**config.mk**
```make
export PLATFORM = sky130hd
export DESIGN_NAME = aclk_load_arbiter
export DESIGN_NICKNAME = d
export VERILOG_FILES = /design/src/rtl/aclk_load_arbiter.sv
export SDC_FILE = /design/constraint.sdc
export NUM_CORES = 1
export LEC_CHECK = 0
export CORE_ASPECT_RATIO = 1.4
export CORE_UTILIZATION = 40
export CTS_BUF_LIST = sky130_fd_sc_hd__clkbuf_8
export DETAILED_ROUTE_END_ITERATION = 16
export PLACE_DENSITY = 0.81
export SYNTH_ARGS = -nofsm -noshare
export SYNTH_HDL_FRONTEND = slang
export SYNTH_SLANG_ARGS = --single-unit
```
**constraint.sdc**
```tcl
create_clock -name clk -period 2.4 [get_ports clk]
set_input_delay 0.72 -clock clk [delete_from_list [all_inputs] [get_ports clk]]
set_output_delay 0.72 -clock clk [all_outputs]
set_load 0.005 [all_outputs]
```
**src/rtl/aclk_load_arbiter.sv**
```systemverilog
// Round-robin arbiter that shares the alarm clock's configuration port between two requesters.
// Validates the requested HH:MM and sequences data setup, load strobe and guard time.
module aclk_load_arbiter #(
  parameter int SETUP_CYCLES = 1,
  parameter int HOLD_CYCLES  = 2,
  parameter int GUARD_CYCLES = 1
) (
  input  logic        clk,
  input  logic        reset,
  input  logic [1:0]  req,
  input  logic [1:0]  kind,
  input  logic [13:0] hhmm0,
  input  logic [13:0] hhmm1,
  output logic [1:0]  ack,
  output logic [1:0]  err,
  output logic        busy,
  output logic [1:0]  H_in1,
  output logic [3:0]  H_in0,
  output logic [3:0]  M_in1,
  output logic [3:0]  M_in0,
  output logic        LD_time,
  output logic        LD_alarm,
  output logic [2:0]  dbg_state
);

  localparam int MAX_SH = (SETUP_CYCLES > HOLD_CYCLES) ? SETUP_CYCLES : HOLD_CYCLES;
  localparam int MAX_C  = (MAX_SH > GUARD_CYCLES) ? MAX_SH : GUARD_CYCLES;
  localparam int CW     = $clog2(MAX_C + 1);

  localparam logic [CW-1:0] SETUP_LD = CW'(SETUP_CYCLES - 1);
  localparam logic [CW-1:0] HOLD_LD  = CW'(HOLD_CYCLES - 1);
  localparam logic [CW-1:0] GUARD_LD = CW'(GUARD_CYCLES - 1);

  typedef enum logic [2:0] {
    S_IDLE    = 3'd0,
    S_CHECK   = 3'd1,
    S_SETUP   = 3'd2,
    S_LOAD    = 3'd3,
    S_RELEASE = 3'd4
  } state_t;

  // Handshake: a requester raises req[i] with stable kind/hhmm and holds it
  // until it sees ack[i] or err[i]; it drops req during that pulse cycle.
  state_t        state_q, state_d;
  logic [CW-1:0] cnt_q, cnt_d;
  logic [1:0]    req_q, req_d;
  logic          last_q, last_d;
  logic          gnt_q, gnt_d;
  logic          kind_q, kind_d;
  logic [13:0]   hhmm_q, hhmm_d;
  logic [13:0]   data_q, data_d;
  logic [1:0]    ack_q, ack_d;
  logic [1:0]    err_q, err_d;
  logic          busy_q, busy_d;
  logic          ld_time_q, ld_time_d;
  logic          ld_alarm_q, ld_alarm_d;
  logic          g;
  logic          valid;

  logic [1:0] h1;
  logic [3:0] h0, m1, m0;

  assign h1 = hhmm_q[13:12];
  assign h0 = hhmm_q[11:8];
  assign m1 = hhmm_q[7:4];
  assign m0 = hhmm_q[3:0];

  assign valid = (h1 <= 2'd2) && (h0 <= 4'd9) && !((h1 == 2'd2) && (h0 > 4'd3)) &&
                 (m1 <= 4'd5) && (m0 <= 4'd9);

  always_comb begin
    state_d = state_q;
    cnt_d   = cnt_q;
    req_d   = req;
    last_d  = last_q;
    gnt_d   = gnt_q;
    kind_d  = kind_q;
    hhmm_d  = hhmm_q;
    data_d  = data_q;
    ack_d   = 2'b00;
    err_d   = 2'b00;
    g       = 1'b0;
    case (state_q)
      S_IDLE: begin
        if (|req_q) begin
          g       = (req_q == 2'b11) ? ~last_q : req_q[1];
          gnt_d   = g;
          last_d  = g;
          kind_d  = kind[g];
          hhmm_d  = g ? hhmm1 : hhmm0;
          state_d = S_CHECK;
        end
      end
      S_CHECK: begin
        if (valid) begin
          data_d  = hhmm_q;
          cnt_d   = SETUP_LD;
          state_d = S_SETUP;
        end else begin
          err_d[gnt_q] = 1'b1;
          // The rejected requester's stale sample must not be re-granted.
          req_d[gnt_q] = 1'b0;
          state_d      = S_IDLE;
        end
      end
      S_SETUP: begin
        if (cnt_q == '0) begin
          cnt_d   = HOLD_LD;
          state_d = S_LOAD;
        end else begin
          cnt_d = cnt_q - CW'(1);
        end
      end
      S_LOAD: begin
        if (cnt_q == '0) begin
          ack_d[gnt_q] = 1'b1;
          req_d[gnt_q] = 1'b0;
          cnt_d        = GUARD_LD;
          state_d      = S_RELEASE;
        end else begin
          cnt_d = cnt_q - CW'(1);
        end
      end
      S_RELEASE: begin
        if (cnt_q == '0) begin
          state_d = S_IDLE;
        end else begin
          cnt_d = cnt_q - CW'(1);
        end
      end
      default: state_d = S_IDLE;
    endcase
    busy_d     = (state_d != S_IDLE);
    ld_time_d  = (state_d == S_LOAD) && !kind_q;
    ld_alarm_d = (state_d == S_LOAD) && kind_q;
  end

  always_ff @(posedge clk or negedge reset) begin
    if (!reset) begin
      state_q    <= S_IDLE;
      cnt_q      <= '0;
      req_q      <= 2'b00;
      last_q     <= 1'b1;
      gnt_q      <= 1'b0;
      kind_q     <= 1'b0;
      hhmm_q     <= '0;
      data_q     <= '0;
      ack_q      <= 2'b00;
      err_q      <= 2'b00;
      busy_q     <= 1'b0;
      ld_time_q  <= 1'b0;
      ld_alarm_q <= 1'b0;
    end else begin
      state_q    <= state_d;
      cnt_q      <= cnt_d;
      req_q      <= req_d;
      last_q     <= last_d;
      gnt_q      <= gnt_d;
      kind_q     <= kind_d;
      hhmm_q     <= hhmm_d;
      data_q     <= data_d;
      ack_q      <= ack_d;
      err_q      <= err_d;
      busy_q     <= busy_d;
      ld_time_q  <= ld_time_d;
      ld_alarm_q <= ld_alarm_d;
    end
  end

  assign ack       = ack_q;
  assign err       = err_q;
  assign busy      = busy_q;
  assign H_in1     = data_q[13:12];
  assign H_in0     = data_q[11:8];
  assign M_in1     = data_q[7:4];
  assign M_in0     = data_q[3:0];
  assign LD_time   = ld_time_q;
  assign LD_alarm  = ld_alarm_q;
  assign dbg_state = state_q;

endmodule

```
### After elaboration in Yosys (flattened, before gate mapping)

Cells that the tools add are included.

* flip-flop bits (word level): 45
* word-level logic and storage cells: 76
* output and inout port bits: 24
* bits of input ports: 34

* mux-type cells: 24
* bitwise gates (word level): 3
* reduce and logical (&&, ||, !) cells: 18
* $lt $le $gt $ge: 8
* add/subtract/negate cells: 1
* equality and inequality tests: 9

Operators by type and width (count)
* $mux 2: 11
* $pmux 3 s5: 1
* $mux 14: 1
* $mux 3: 4
* $eq 3x2->1 const B: 3
* $le 4x4->1 const B: 2
* $logic_and 1x1->1: 8
* $pmux 2 s4: 1
* $eq 2x2->1 const B: 2
* $gt 4x2->1 const B: 1
* $le 4x3->1 const B: 1
* $lt 1x2->1 const B: 2
* $mux 1: 4
* $ne 2x2->1 const B: 2
* $pmux 2 s2: 1
* $reduce_and 2->1: 2
* $reduce_bool 4->1: 1
* $eq 3x1->1 const B: 1
* $eq 3x3->1 const B: 1
* $logic_not 3->1: 1
* $reduce_and 3->1: 1
* $reduce_bool 3->1: 1
* $and 2x2->2: 1
* $le 2x2->1 const B: 1
* 8 further kinds: 9

### Logic depth before layout (Yosys ltp)

* word-level depth: 10
* depth in mapped cells: 6

### Worst setup path before layout

No wires, ideal clock.

* kind: reg2reg
* start point: register state_q[0], in the netlist dbg_state[0]
* end point: register data_q[0]
* data arrival time: 1.503 ns
* setup time: 0.125 ns
* buffers on the path: 2
* clock period less this slack: 1.628 ns
* path slack: 0.772 ns
* cell stages (with the launch flop): 6
* cells stage by stage: dfrtp_1 buf_4 or3b_4 nor2_8 buf_12 mux2_4

* word-level cells in the longest chain between the ends: 2

RTL lines
* start, declared: RTL line 44 `state_t state_q, state_d;`
* start signal, assigned: RTL line 154 `state_q <= state_d;`
* $eq 3x1->1: RTL line 83 `case (state_q)`
* $reduce_and 2->1 (no line)
* end signal, assigned: RTL line 161 `data_q <= data_d;`
* end, declared: RTL line 51 `logic [13:0] data_q, data_d;`

No other way between the ends.
A chain may end at the register's enable or synchronous reset.

### Worst setup path after layout

* start point: register state_q[0], in the netlist dbg_state[0]
* end point: output dbg_state[0]

RTL lines
* end, declared: RTL line 23 `output logic [2:0] dbg_state`

No word-level cell between the ends.

==> flow_metrics.tcl <==
set metrics [dict create \
    final_cell_mix "clkdlybuf4s50_1, dfrtp_1, nor2_1, a21oi_1, mux2i_1" \
    hold_violations 0 \
    outcome "completed" \
    drt-total-wl_um 3850 \
    drv_slew 0 \
    postCtsHoldBufs 0 \
    grt-ovfl-total 0 \
    grt_pass1_vias 1400 \
    required_ns 1.68 \
    setup.worst_path.end_class "output pin" \
    clockBufferDepth 2 \
    synth_cell_types 35 \
    dpl.hpwl_um 2860 \
    fin_skew_ns 0.00501 \
    area_growth_pct 34.6 \
    fp.dieH_um 85.9 \
    cts.sinks 45 \
    syn-instance-count 166 \
    cts_tree "built" \
    die_area_um2 5320 \
    htree_levels 2 \
    start_kind "flop" \
    relSlewSlack 0.627 \
    root_buffer "clkbuf_8" \
    yosys_warnings 0 \
    min_period_over_period 0.862 \
    tightest_slew_ns 0.558 \
    period_needed_ns 2.07 \
    insertion_delay_ns 0.29 \
    combPwrFrac 0.429 \
    fillCellCount 399 \
    rsz0062_at_grt "false" \
    p_seq_frac 0.424 \
    fin_setup_tns_ns 0 \
    port_buffers 57 \
    hp-class "reg -> reg" \
    postRouteAntennaNets 0 \
    hold_ws_ns 0.484 \
    cts.reportedPaths.clkPinSlew_ns 0.08 \
    wl_per_cell_um 13.3 \
    gpl.final_weighted_congestion 0.766 \
    postCtsSetupBuffers 0 \
    cp_max_fo 9 \
    grt_first_pass_wirelength_um 6410 \
    numCtsBuffers 5 \
    multi_input_area_um2 812 \
    ir_drop_v 0.000598 \
    netlist_area_um2 2010 \
    io_pins 58 \
    slowest_stage "clkdlybuf4s50_1" \
    drive_gt1_frac 0.142 \
    drc 0 \
    p_clk_frac 0.148 \
    switchingPower_w 0.00106 \
    dp.cells 282 \
    cp_num_buf_inv 1 \
    p_sw_frac 0.342 \
    synth_nets 203 \
    vias_per_cell 4.89 \
    avgSynthCellArea_um2 12.1 \
    p_leak_nw 1.21 \
    slowest_delay_ns 0.56 \
    detail_route.iter0.violations 35 \
    ys_seq_area_frac 0.560 \
    register_area_um2 1130 \
    criticalPathCategory "reg -> out" \
    cts_resized 0 \
    start_util 0.416 \
    vias 1413 \
    final-setup-viol-count 0 \
    power_density_nw_per_um2 1140 \
    nets 262 \
    arrival_ns 1.35 \
    grtUsageTotal 0.163 \
    die_x_um 62.0 \
    grt_max_degree 46 \
    postSynthRegisterBits 45 \
    internal-power_w 0.00203 \
    cp_cell_sequence "clkdlybuf4s50_1" \
    max_freq_mhz 483 \
    worst_path_dominant_cell_family "buffers and inverters" \
    cap_violations 0 \
    fin_cells 289 \
    insertedDiodeCount 0 \
    firstDrtPassIters 4 \
    layout_commonest_cell "clkdlybuf4s50_1" \
    core_um2 4840 \
    rows 30 \
    antenna_found_initial 0 \
]
==> metrics by stage <==
step | setup slack (ns) | instance area [µm²] | utilization | total power, W
detailed placement | 0.501 | 2620 | 0.542 | 0.00266
global placement | 0.617 | 2620 | 0.542 | 0.00260
finish | 0.331 | 2710 | 0.559 | 0.00309
floorplan | 0.772 | 2010 | - | 0.00214
global route | 0.281 | 2710 | 0.559 | 0.00331
CTS | 0.324 | 2710 | 0.559 | 0.00313
==> power by group through the flow <==
stage | registers [W] | logic (W) | clock network [W]
floorplan | 0.00126 | 0.000877 | 0
global placement | 0.00131 | 0.00129 | 0
detailed placement | 0.00133 | 0.00134 | 0
CTS | 0.00131 | 0.00135 | 0.000466
global route | 0.00135 | 0.00146 | 0.000495
finish | 0.00131 | 0.00133 | 0.000456
==> registers in the layout, summed over array words and instances, names as in the netlist <==
| register | flops |
|---|---|
| data_q | 14 |
| hhmm_q | 14 |
| dbg_state | 3 |
| ack | 2 |
| cnt_q | 2 |
| err | 2 |
| req_q | 2 |
| LD_alarm | 1 |
| LD_time | 1 |
| busy | 1 |
| gnt_q | 1 |
| kind_q | 1 |
| last_q | 1 |
==> cells in the mapped netlist <==
| library cell | instances | area share |
|---|---|---|
| nand3b_1 | 1 | 0.0037 |
| nand3_1 | 2 | 0.0050 |
| o21ai_0 | 5 | 0.012 |
| clkbuf_2 | 1 | 0.0025 |
| a21o_1 | 1 | 0.0037 |
| mux2_4 | 8 | 0.060 |
| buf_12 | 1 | 0.0099 |
| dfstp_2 | 1 | 0.013 |
| o31ai_1 | 1 | 0.0037 |
| and3_1 | 1 | 0.0031 |
| nor2_8 | 1 | 0.0099 |
| inv_1 | 4 | 0.0075 |
| and2_1 | 2 | 0.0062 |
| ha_1 | 3 | 0.019 |
| nand2_1 | 6 | 0.011 |
| dfrtp_1 | 44 | 0.55 |
| nor2b_1 | 2 | 0.0062 |
| nor3_1 | 1 | 0.0025 |
| xor2_1 | 1 | 0.0044 |
| a31oi_1 | 1 | 0.0031 |
| nor3b_1 | 1 | 0.0037 |
| nand2b_1 | 3 | 0.0093 |
| o21a_1 | 1 | 0.0037 |
| a21boi_0 | 1 | 0.0037 |
| buf_4 | 3 | 0.011 |
| or3b_4 | 1 | 0.0056 |
| nand4_2 | 1 | 0.0062 |
| mux2i_1 | 15 | 0.075 |
| buf_2 | 3 | 0.0075 |
| mux2_2 | 7 | 0.039 |
| a21oi_1 | 18 | 0.045 |
| o211ai_2 | 1 | 0.0062 |
| or2_2 | 1 | 0.0031 |
| nor2_1 | 21 | 0.039 |
| a22o_1 | 2 | 0.0087 |
==> routing by layer <==
layer | global-route usage | routed length [µm] | vias up | share of wire
li1 | - | - | 689 | -
met1 | 0.213 | 1570 | 671 | 0.41
met2 | 0.259 | 2050 | 46 | 0.53
met3 | 0.0392 | 161 | 7 | 0.042
met4 | 0.0566 | 65 | 0 | 0.017
met5 | 0 | 0 | - | 0
==> path summary, 6_finish.rpt <==
path                                        startpoint                endpoint  slack (ns)  depth (start not counted)
min in group asynchronous                        reset   data_q[3]$_DFFE_PN0P_        0.49                          2
worst min-delay path                 gnt_q$_DFFE_PN0P_        err[0]$_DFF_PN0_        0.48                          1
worst min register to register       gnt_q$_DFFE_PN0P_        err[0]$_DFF_PN0_        0.48                          1
max in group asynchronous                        reset      last_q$_DFFE_PN1P_        1.53                          2
worst max-delay path            dbg_state[0]$_DFF_PN0_            dbg_state[0]        0.33                          1
worst max register to register  dbg_state[0]$_DFF_PN0_  hhmm_q[11]$_DFFE_PN0P_        0.50                          5
==> layout make-up <==
cell class,instances,share of cell area
clock buffer,6,0.0305
clock inverter,1,0.00139
inverter,4,0.00554
multi-input combinational,109,0.300
sequential,45,0.416
tap,64,0.0296
timing repair buffer,60,0.217
==> kinds of logic after synthesis <==
logic type | count (synthesis) | synth area share
AO/OA/AOI/OAI | 31 | 0.0901
XOR/XNOR | 1 | 0.00435
adder cells (fa/ha/maj) | 3 | 0.0186
buffers and inverters | 12 | 0.0385
flip-flops | 45 | 0.560
multiplexers | 30 | 0.173
AND/OR/NAND/NOR | 44 | 0.115
No activity file was read; power rests on OpenSTA's default activity.
